[src/rtl/seg_display_driver_pkg.sv]
// Shared definitions for the multiplexed 7-segment display peripheral.
// Register map, reset values and the hex-to-segment table.
package seg_display_driver_pkg;

  localparam logic [1:0] ADDR_DATA   = 2'd0;
  localparam logic [1:0] ADDR_MASK   = 2'd1;
  localparam logic [1:0] ADDR_DP     = 2'd2;
  localparam logic [1:0] ADDR_STATUS = 2'd3;

  localparam logic [31:0] RST_DATA = 32'h0;
  localparam logic [7:0]  RST_MASK = 8'hFF;
  localparam logic [7:0]  RST_DP   = 8'h00;

  // Active-high {g,f,e,d,c,b,a}; entry 15 first.
  localparam logic [15:0][6:0] HEX_SEG = {
    7'h71, 7'h79, 7'h5E, 7'h39,
    7'h7C, 7'h77, 7'h6F, 7'h7F,
    7'h07, 7'h7D, 7'h6D, 7'h66,
    7'h4F, 7'h5B, 7'h06, 7'h3F
  };

endpackage

[src/rtl/seg_display_driver_hex_decoder.sv]
// Nibble to active-high {g..a} segment pattern.
// Purely combinational.
module seg_hex_decoder
  import seg_display_driver_pkg::*;
(
  input  logic [3:0] nibble,
  output logic [6:0] seg
);

  assign seg = HEX_SEG[nibble];

endmodule

[src/rtl/seg_display_driver.sv]
// CPU-writable 8-digit multiplexed 7-segment display driver.
// Round-robin digit scan with blanking at the start of each slot.
module seg_display_driver
  import seg_display_driver_pkg::*;
#(
  parameter int SCAN_DIV  = 50000,
  parameter int BLANK_CYC = 2
) (
  input  logic        clk,
  input  logic        reset,
  input  logic        we,
  input  logic [1:0]  addr,
  input  logic [31:0] data_in,
  output logic [31:0] data_out,
  output logic [7:0]  seg_n,
  output logic [7:0]  an_n
);

  localparam int CW = (SCAN_DIV > 1) ? $clog2(SCAN_DIV) : 1;
  localparam logic [CW-1:0] LAST  = CW'(SCAN_DIV - 1);
  localparam logic [CW-1:0] BLANK = CW'(BLANK_CYC);

  logic [31:0]   data_q;
  logic [7:0]    mask_q;
  logic [7:0]    dp_q;
  logic [CW-1:0] div_cnt;
  logic [2:0]    idx;
  logic [3:0]    nibble;
  logic [6:0]    code;
  logic          blank;

  assign nibble = data_q[{idx, 2'b00} +: 4];
  assign blank  = (div_cnt < BLANK) || !mask_q[idx];

  seg_hex_decoder u_dec (
    .nibble (nibble),
    .seg    (code)
  );

  always_comb begin
    data_out = 32'h0;
    unique case (addr)
      ADDR_DATA:   data_out = data_q;
      ADDR_MASK:   data_out = {24'h0, mask_q};
      ADDR_DP:     data_out = {24'h0, dp_q};
      ADDR_STATUS: data_out = {29'h0, idx};
      default:     data_out = 32'h0;
    endcase
  end

  always_ff @(posedge clk or posedge reset) begin
    if (reset) begin
      data_q <= RST_DATA;
      mask_q <= RST_MASK;
      dp_q   <= RST_DP;
    end else if (we) begin
      unique case (addr)
        ADDR_DATA: data_q <= data_in;
        ADDR_MASK: mask_q <= data_in[7:0];
        ADDR_DP:   dp_q   <= data_in[7:0];
        default:   ;
      endcase
    end
  end

  always_ff @(posedge clk or posedge reset) begin
    if (reset) begin
      div_cnt <= '0;
      idx     <= 3'd0;
    end else if (div_cnt == LAST) begin
      div_cnt <= '0;
      idx     <= idx + 3'd1;
    end else begin
      div_cnt <= div_cnt + 1'b1;
    end
  end

  // Outputs lag the scan state by one cycle; blanking hides the switch.
  always_ff @(posedge clk or posedge reset) begin
    if (reset) begin
      seg_n <= 8'hFF;
      an_n  <= 8'hFF;
    end else if (blank) begin
      seg_n <= 8'hFF;
      an_n  <= 8'hFF;
    end else begin
      seg_n <= ~{dp_q[idx], code};
      an_n  <= ~(8'h01 << idx);
    end
  end

endmodule
[config.mk]
export PLATFORM = sky130hd
export DESIGN_NAME = seg_display_driver
export DESIGN_NICKNAME = d
export VERILOG_FILES = /design/src/rtl/seg_display_driver_pkg.sv /design/src/rtl/seg_display_driver_hex_decoder.sv /design/src/rtl/seg_display_driver.sv
export SDC_FILE = /design/constraint.sdc
export NUM_CORES = 1
export LEC_CHECK = 0
export ABC_AREA = 1
export CAP_MARGIN = 20
export CORE_MARGIN = 4
export CORE_UTILIZATION = 60
export CTS_CLUSTER_DIAMETER = 60
export CTS_CLUSTER_SIZE = 8
export DETAILED_ROUTE_END_ITERATION = 10
export DONT_BUFFER_PORTS = 1
export PLACE_DENSITY = 0.76
export SLEW_MARGIN = 20
export SYNTH_ARGS = -nofsm -noshare
export SYNTH_HDL_FRONTEND = slang
export SYNTH_SLANG_ARGS = --single-unit
[constraint.sdc]
create_clock -name clk -period 6.6 [get_ports clk]
set_input_delay 0.33 -clock clk [delete_from_list [all_inputs] [get_ports clk]]
set_output_delay 0.33 -clock clk [all_outputs]
set_load 0.02 [all_outputs]
==> results.toml, run 1 <==
[routing]
routed-via-count = 3588
drcViolationCount = 0
drt-vias-per-instance = 5.355
drt_iter0_markers = 246
drt_pass1_iterations = 5
wl_per_cell_um = 14.73
antenna_violating_nets_post_route = 0
wl_mm = 9.866

[clocking]
cts_root_buffer = "clkbuf_8"
htree_levels = 3
clock_insertion_delay_worst_skew_ps = 360
post-cts-setup-buffers = 0
numCtsBuffers = 9
worst_setup_hold_path_clk_slew_ps = 90
post_cts_resized = 0
cts.sink_count = 83
clock_path_buffers = 2
post_cts_hold_buffer_count = 0
tritoncts = "built"

[setup_path]
worst-r2r-setup-slack_ps = 4220
rr_worst_depth = 11
path_common_cell = "nand3_1"
setup.worst_path.start_class = "flip-flop"
stage_delay_of_the_slowest_cell_on_the_critical_path_ps = 1000
cell_chain_of_the_critical_path = "inv_8 > nand2_1 > nand3_1 > nand3_1 > nand2_1 > inv_1 > ha_1 > inv_1 > nand3_1 > nand3_1 > nand3_1"
cp_slowest_cell = "dfrtp_1"
criticalPathCategory = "flip-flop to flip-flop"
worst_r2r_startpoint = "idx[0]"
timing.critical_path.required_ps = 6900
critical-path-top-delay-family = "flip-flops"
crit_fanout = 28
cp.buffers_inverters = 3
cp-end-kind = "flip-flop"
cp.arrival_ps = 2680
timing.rr.end = "seg_n[0]"

[power_and_ir_drop]
power.density_nw_per_um2 = 251.0
power_leakage_nw = 2.314
power.total_mw = 1.181
ir_worst_vdd_mv = 0.1112

[synthesis]
synthesis.instances = 573
synth-edff-count = 0
async_flop_share_pct = 100.0
synth.cell_area_sq_um = 4534
synthFlopType = "dfrtp_1"
ys_seq_elements = 83
number_of_different_library_cells_in_the_post_synthesis_netlist = 40
synth_fp_nets = 623
ys_warn_count = 0
syn_area_per_cell_sq_um = 7.913
yosysSeqAreaShare_pct = 46.47

[global_route]
grt_overflow = 0
number_of_global_route_vias_before_repair = 3370
maximum_number_of_pins_on_one_net_before_global_route_repair = 84
grt_pass1_wl_mm = 16.19
grt_antenna_before_repair = 0
grt_use_total_pct = 23.27

[layout]
top_library_cells_by_usage_in_the_layout_fill_and_taps_aside = "nand2_1, nor2_1, inv_1"
finalInstanceArea_sq_um = 4706
most_frequent_standard_cell_in_the_layout_excluding_fill_and_tap_cells = "nand2_1"
syn2layout_area_growth_pct = 3.780
finalNetCount = 616
post-route-util_pct = 64.53
post_route_cells_drive_above_1_share_pct = 14.01
insertedDiodeCount = 0

[sta]
setup_violation_total_in_the_final_timing_report = 0
setup_tns_ps = 0
maxSlewHeadroom_pct = 31.33
setup_slack_ps = 4223
fmax_mhz = 420.8
hold_violations = 0
finalCritPeriodShare_pct = 36.01
grt_setup_unrepaired = "false"
timing.clock.skew_ps = 15.40
drv_slew = 0
fin_crit_ps = 2377
worst-slew-pin-transition_ps = 1026

[die]
floorplan.rows = 31
design.core.area_sq_um = 7292
die_w_um = 94.93
die_y_um = 94.93
fp.dieArea_sq_um = 9012
io_pins = 85
initial_utilization_pct = 62.18

[placement]
postPlaceCellArea_sq_um = 4516
dpl.hpwl_mm = 7.128
routabilityCongestion = 0.9006
post_place_setup_slack_ps = 4267
io_buffer_count = 0

[min_path]
hp-class = "input port to async pin"

[run_status]
outcome = "finished, final reports clean"

[job]
drv_cap = 0
## through the flow
step / instances / hold WS [ps]
detailed placement: 654 / 457.4
CTS: 670 / 113.6
global placement: 654 / 452.4
finish: 670 / 20.74
floorplan: 573 / 431.7
global route: 670 / 103.7
## layout make-up
cell class | count | area, sq um
multi-input cells | 390 | 1961
inverters | 81 | 316.6
clock buffers | 10 | 137.6
flip-flops and latches | 83 | 2107
well taps | 99 | 123.9
clock inverters | 6 | 48.80
repair buffers | 1 | 11.26
fillers | 656 | 2586
## worst max-delay path by stage
stage,startpoint,endpoint,slack [ps],depth (start not counted)
after global routing,idx[0],seg_n[0],3920,11
after CTS,idx[0],seg_n[0],4250,11
after detailed placement,idx[0],seg_n[0],4270,11
after floorplan,reset,data_q[0],4170,1
final,idx[0],seg_n[0],4220,11
after global placement,idx[0],seg_n[1],4360,12
## per-layer routing
| metal | part of all wire [%] | GRT usage (%) | vias to the layer above |
|---|---|---|---|
| li1 | - | - | 1796 |
| met5 | 0 | 0 | - |
| met1 | 45 | 31.57 | 1659 |
| met3 | 6.7 | 5.100 | 15 |
| met4 | 1.5 | 8.413 | 0 |
| met2 | 47 | 36.82 | 118 |
## registers in the layout, indices dropped and copies added (netlist names)
signal / cells
an_n: 8
data_q: 32
div_cnt: 16
dp_q: 8
idx: 3
mask_q: 8
seg_n: 8
## cell usage after synthesis, types with 2 or more instances
cell type / number / share of area, %
o211ai_1: 2 / 0.33
dfstp_2: 24 / 14
dfrtp_1: 59 / 33
nor3_1: 11 / 1.2
nand3_2: 10 / 2.2
nand4_1: 2 / 0.28
xor2_1: 4 / 0.77
nand2_4: 2 / 0.50
nand2_1: 127 / 11
nor2_1: 75 / 6.2
nor2_2: 4 / 0.55
inv_1: 75 / 6.2
o21ai_1: 13 / 1.4
clkbuf_1: 2 / 0.17
nand2_2: 9 / 1.2
buf_2: 9 / 0.99
o21ai_0: 24 / 2.6
inv_2: 3 / 0.25
buf_6: 5 / 1.2
nand3_1: 47 / 5.2
a21oi_1: 32 / 3.5
nor2_4: 3 / 0.74
ha_1: 13 / 3.6
o221ai_1: 2 / 0.39
## power breakdown
part	leakage, nW	switching [mW]	total (mW)	internal (mW)
Sequential	0.961	0.0440	0.624	0.580
Clock	0.0855	0.192	0.342	0.150
Combinational	1.27	0.154	0.216	0.0620
## kinds of logic after synthesis
kind of cell	share of synthesized area [%]
xor gates and xnor gates	0.7725
buffers and inverters	10.29
DFF	46.47
AOI/OAI and AO/OA	9.575
adders and majority gates	3.587
and+or+nand+nor	29.30
No activity file was read; power rests on OpenSTA's default activity.
==> run 2, diff against run 1 <==
==> constraint.sdc (replaced) <==
create_clock -name clk -period 2.46 [get_ports clk]
set_input_delay 0.123 -clock clk [delete_from_list [all_inputs] [get_ports clk]]
set_output_delay 0.123 -clock clk [all_outputs]
set_load 0.02 [all_outputs]
==> run 2 against run 1 <==
Worst setup slack worse by 3800 ps. Cell count up 7.0%. Clock skew down 2.7 ps. First-iteration DRC count fell by 19%. Critical path type unchanged. Largest cell class unchanged.
==> results.toml, run 2 (synthesis gave the netlist of run 1 again) <==
[run_status]
outcome = "finished, final reports clean"

[global_route]
grt_antenna_before_repair = 0
grt_use_total_pct = 25.75
grt_pass1_wl_mm = 17.87
grt_overflow = 0
maximum_number_of_pins_on_one_net_before_global_route_repair = 51
number_of_global_route_vias_before_repair = 3729

[power_and_ir_drop]
combinationalPowerShare_pct = 19.8
power.density_nw_per_um2 = 641.5
pwr-share-seq_pct = 50.4
power_leakage_nw = 2.536
sw_ratio_pct = 32.38
p_clk_share_pct = 29.8
ir_worst_vdd_mv = 0.2969
switchingPower_mw = 1.074
p_int_mw = 2.242

[layout]
largest_register_ff_count = 32
multi_input_logic_area_sq_um = 1961
layout.filler_cells = 605
insertedDiodeCount = 0
sequential_cell_area_sq_um = 2107
largest-register = "data_q"
finalNetCount = 663
syn2layout_area_growth_pct = 13.99
top_library_cells_by_usage_in_the_layout_fill_and_taps_aside = "nand2_1, nor2_1, inv_1"
most_frequent_standard_cell_in_the_layout_excluding_fill_and_tap_cells = "nand2_1"
finalInstanceArea_sq_um = 5169
post_route_cells_drive_above_1_share_pct = 14.40
layout_top_registers = "data_q x32, div_cnt x16"

[sta]
worst-slew-pin-transition_ps = 918.1
drv_slew = 0
grt_setup_unrepaired = "false"
setup_violation_total_in_the_final_timing_report = 0
finalCritPeriodShare_pct = 82.97
timing.clock.skew_ps = 12.67
setup_tns_ps = 0
holdWs_ps = 32.96
fmax_mhz = 490.0
hold_violations = 0
setup_slack_ps = 419.0
fin_crit_ps = 2041
maxSlewHeadroom_pct = 38.73

[clocking]
numCtsBuffers = 9
clock_path_buffers = 2
cts_root_buffer = "clkbuf_8"
cts.sink_count = 83
worst_setup_hold_path_clk_slew_ps = 90
clock_insertion_delay_worst_skew_ps = 370
post_cts_resized = 0
htree_levels = 3
tritoncts = "built"

[min_path]
hp-class = "input port to flip-flop"
timing.hold.worst.start = "addr[1]"

[die]
floorplan.rows = 31
initial_utilization_pct = 62.18
design.core.area_sq_um = 7292
die_w_um = 94.93
fp.dieArea_sq_um = 9012
io_pins = 85
die_y_um = 94.93

[placement]
routabilityCongestion = 0.9262
postPlaceCellArea_sq_um = 4583
post_place_setup_slack_ps = 457.8
dpl.hpwl_mm = 7.388
io_buffer_count = 0

[setup_path]
criticalPathCategory = "flip-flop to flip-flop"
cell_chain_of_the_critical_path = "buf_4 > nand2_1 > nand3_1 > nand3_1 > nand2_1 > inv_1 > ha_1 > inv_1 > nand3_1 > nand3_1 > nand3_1"
cp.buffers_inverters = 3
cp_slowest_cell = "dfrtp_1"
source_of_the_critical_timing_path = "idx[0]"
path_common_cell = "nand3_1"
critical-path-top-delay-family = "simple AND/OR/NAND/NOR gates"
cp-end-kind = "flip-flop"
stage_delay_of_the_slowest_cell_on_the_critical_path_ps = 590
setup.worst_path.start_class = "flip-flop"
timing.critical_path.required_ps = 2750
worst_r2r_startpoint = "idx[0]"
crit_fanout = 10
cp.arrival_ps = 2330

[routing]
wl_per_cell_um = 14.92
drcViolationCount = 0
routed-via-count = 3880
drt_iter0_markers = 200
drt-vias-per-instance = 5.411
antenna_violating_nets_post_route = 0
drt_pass1_iterations = 5
wl_mm = 10.70

[job]
drv_cap = 0
[run 2: what timing repair did]
item	4_1_cts	5_1_grt
endpoints found under the hold margin	67	0
buffers inserted	0	0
hold buffers	38	0
[run 2: worst paths after layout]
check                             endpoint  slack, ps  depth (start not counted)
worst max-delay path              seg_n[0]        420                         11
worst min-delay path             mask_q[7]         30                          3
worst max register to register    seg_n[0]        420                         11
worst min register to register  div_cnt[0]        470                          1
max in group asynchronous        mask_q[6]       1410                          3
min in group asynchronous       div_cnt[1]        240                          2
[run 2: metal layers]
metal / GRT usage, % / share of wire, %
met5: 0 / 0
met3: 5.100 / 6.2
met1: 33.51 / 43
met2: 41.16 / 48
met4: 12.50 / 2.6
[run 2: cell type report]
class	count	share of cell area (%)
Sequential cell	83	40.76
Multi-Input combinational cell	390	37.93
Timing Repair Buffer	48	8.811
Inverter	81	6.124
Clock buffer	11	3.147
Tap cell	99	2.397
Clock inverter	5	0.8230
[run 2: worst min-delay path, delay by kind of cell]
kind | cells | cell delay (ps)
and+or+nand+nor | 2 | 200
AOI/OAI and AO/OA | 1 | 80
[run 2: through the flow]
step	power [mW]	cells	utilization, %
finish	3.316	717	70.88
global route	3.509	717	70.88
CTS	3.324	717	70.88
detailed placement	2.277	663	62.85
global placement	2.263	663	62.85
floorplan	2.137	573	-
[run 2: power groups by stage]
stage          registers (mW)  logic (mW)  clock network, mW
2_1_floorplan            1.67       0.467                  0
3_3_place_gp             1.69       0.571                  0
3_5_place_dp             1.69       0.584                  0
4_1_cts                  1.67       0.648               1.01
5_1_grt                  1.69       0.738               1.08
6_report                 1.67       0.657              0.988
==> run 3, diff against run 2 <==
--- a/config.mk
+++ b/config.mk
@@ -5,7 +5,7 @@
 export SDC_FILE = /design/constraint.sdc
 export NUM_CORES = 1
 export LEC_CHECK = 0
-export ABC_AREA = 1
+export ABC_AREA = 0
 export CAP_MARGIN = 20
 export CORE_MARGIN = 4
 export CORE_UTILIZATION = 60
==> constraint.sdc (replaced) <==
create_clock -name clk -period 2.1 [get_ports clk]
set_input_delay 0.105 -clock clk [delete_from_list [all_inputs] [get_ports clk]]
set_output_delay 0.105 -clock clk [all_outputs]
set_load 0.02 [all_outputs]
==> run 3 against run 2 <==
Die area is 5.9% lower. Sequential cell count stayed put. Utilization is 2.4 points higher. Clock-buffer cell count is 1 lower. Highest routed layer unchanged.
==> results.toml, run 3 <==
[power_and_ir_drop]
power_leakage_nw = 2.129
ir_worst_vdd_mv = 0.5966
power.density_nw_per_um2 = 817.1

[synthesis]
syn_area_per_cell_sq_um = 12.78
yosys-top-cells-count = "dfrtp_1, mux2_2, nand2_1"
yosysSeqAreaShare_pct = 49.68
number_of_different_library_cells_in_the_post_synthesis_netlist = 42
synthesis.instances = 332
synth-edff-count = 0
synthFlopType = "dfrtp_1"
synth_fp_nets = 382
ys_seq_elements = 83
ys_warn_count = 0
synth.cell_area_sq_um = 4242
synth_area_leaders = "dfrtp_1, dfstp_2, mux2_2"
async_flop_share_pct = 100.0
post-synth-top-area-cell = "dfrtp_1"
synth_most_common_cell = "dfrtp_1"
proportion_of_netlist_area_held_by_the_largest_area_contributor_pct = 34.81

[die]
io_pins = 85
fp.dieArea_sq_um = 8479
initial_utilization_pct = 62.09
floorplan.rows = 30
die_w_um = 92.08
design.core.area_sq_um = 6832
die_y_um = 92.08

[layout]
largest_register_ff_count = 32
most_frequent_standard_cell_in_the_layout_excluding_fill_and_tap_cells = "dfrtp_1"
post_route_cells_drive_above_1_share_pct = 34.87
largest-register = "data_q"
finalNetCount = 435
finalInstanceArea_sq_um = 5004
final-instance-count-excl-fill = 486
top_library_cells_by_usage_in_the_layout_fill_and_taps_aside = "dfrtp_1, mux2_2, dlygate4sd3_1"
syn2layout_area_growth_pct = 17.96
insertedDiodeCount = 0
layout_top_registers = "data_q x32, div_cnt x16"

[global_route]
grt_pass1_wl_mm = 14.80
number_of_global_route_vias_before_repair = 2830
grt_antenna_before_repair = 0
grt_overflow = 0
grt_use_total_pct = 22.67
maximum_number_of_pins_on_one_net_before_global_route_repair = 84

[setup_path]
criticalPathCategory = "flip-flop to flip-flop"
crit_fanout = 5
timing.critical_path.required_ps = 2390
rr_worst_depth = 8
setup.worst_path.start_class = "flip-flop"
worst_r2r_startpoint = "idx[0]"
cp.arrival_ps = 2310
source_of_the_critical_timing_path = "idx[0]"
cp-end-kind = "flip-flop"

[clocking]
tritoncts = "built"
numCtsBuffers = 9
clock_insertion_delay_worst_skew_ps = 360
clock_path_buffers = 2
worst_setup_hold_path_clk_slew_ps = 90
cts_root_buffer = "clkbuf_8"
cts.sink_count = 83
htree_levels = 3

[run_status]
outcome = "finished, final reports clean"

[sta]
grt_setup_unrepaired = "true"
timing.clock.skew_ps = 17.89
holdWs_ps = 264.7
worst-slew-pin-transition_ps = 705.2
drv_slew = 0
finalCritPeriodShare_pct = 95.91
hold_violations = 0
setup_violation_total_in_the_final_timing_report = 0
fmax_mhz = 496.5
maxSlewHeadroom_pct = 52.49
setup_slack_ps = 85.96
fin_crit_ps = 2014

[routing]
drt_iter0_markers = 146
antenna_violating_nets_post_route = 0
routed-via-count = 2777
wl_per_cell_um = 18.88
wl_mm = 9.176
drt_pass1_iterations = 4
drcViolationCount = 0
drt-vias-per-instance = 5.714

[placement]
post_place_setup_slack_ps = -35.67
postPlaceCellArea_sq_um = 4389
place_inst = 430
routabilityCongestion = 0.7740
dpl.hpwl_mm = 6.105
io_buffer_count = 0

[min_path]
timing.hold.worst.start = "we"
hp-class = "input port to flip-flop"
whs_path_depth = 2

[job]
drv_cap = 0
[run 3: changes by cell type after synthesis, sizes merged, moves of 6 or more]
cell	previous run	this run
nor2	82	16
a21oi	34	3
mux4	0	15
mux2	0	49
nand2	138	30
xnor2	0	6
mux2i	0	10
nand3	57	14
and2	0	27
nor3	12	6
inv	80	9
o21ai	38	7
[run 3: report_power, final]
group	internal, mW	total, mW	switching (mW)	leakage [nW]
Sequential	1.88	2.10	0.221	0.975
Clock	0.550	1.13	0.583	0.0927
Combinational	0.441	0.857	0.417	1.06
[run 3: layer usage]
layer  vias up  part of all wire (%)  global-route usage [%]
met5         -                     0                       0
met4         0                   2.2                   8.911
met3        18                   6.0                   6.563
met2        91                    50                   36.62
met1      1389                    42                   28.91
li1       1279                     -                       -
[run 3: worst max-delay path, cell delays in order (launching register included)]
cell	delay (ps)
dfrtp_2	450
mux4_2	510
mux2_4	340
inv_4	80
buf_4	90
ha_1	140
and2_1	140
a211oi_1	50
o21ai_1	140
[run 3: stage by stage]
step | TNS, ps | power (mW) | util, %
after floorplan | 0 | 2.672 | -
after global placement | 0 | 2.841 | 64.25
after detailed placement | -109.0 | 2.866 | 64.25
after CTS | 0 | 4.041 | 72.07
after global routing | -91.02 | 4.280 | 73.24
final | 0 | 4.088 | 73.24
[run 3: logic make-up (layout without fill, tap and decap cells)]
logic type | Yosys count | after routing | synth area share, %
simple gates | 104 | 104 | 12.27
flops | 83 | 83 | 49.68
mux | 74 | 74 | 24.34
buf+inv | 25 | 83 | 3.717
compound gates | 18 | 18 | 3.068
xor+xnor | 15 | 15 | 3.097
fa+ha+maj | 13 | 13 | 3.835
[run 3: final cells by class]
class / count / area (sq um)
Clock inverter: 6 / 63.81
Tap cell: 96 / 120.1
Clock buffer: 10 / 127.6
Timing Repair Buffer: 58 / 538.0
Inverter: 9 / 40.04
Fill cell: 474 / 1828
Multi-Input combinational cell: 224 / 2006
Sequential cell: 83 / 2108
[run 3: what timing repair did]
item                       CTS  global route
pin swaps                    0             3
hold buffers                33             0
hold endpoints to repair   107             0
setup endpoints to repair    6             8
resized for setup            2            11
setup buffers                0             6
cloned                       0             1
[run 3: final timing paths]
| path | endpoint | slack [ps] |
|---|---|---|
| min | dp_q[4] | 260 |
| max reg2reg | seg_n[3] | 90 |
| min in group asynchronous | data_q[27] | 330 |
| max in group asynchronous | seg_n[5] | 1400 |
| max | seg_n[3] | 90 |
| min reg2reg | div_cnt[10] | 510 |
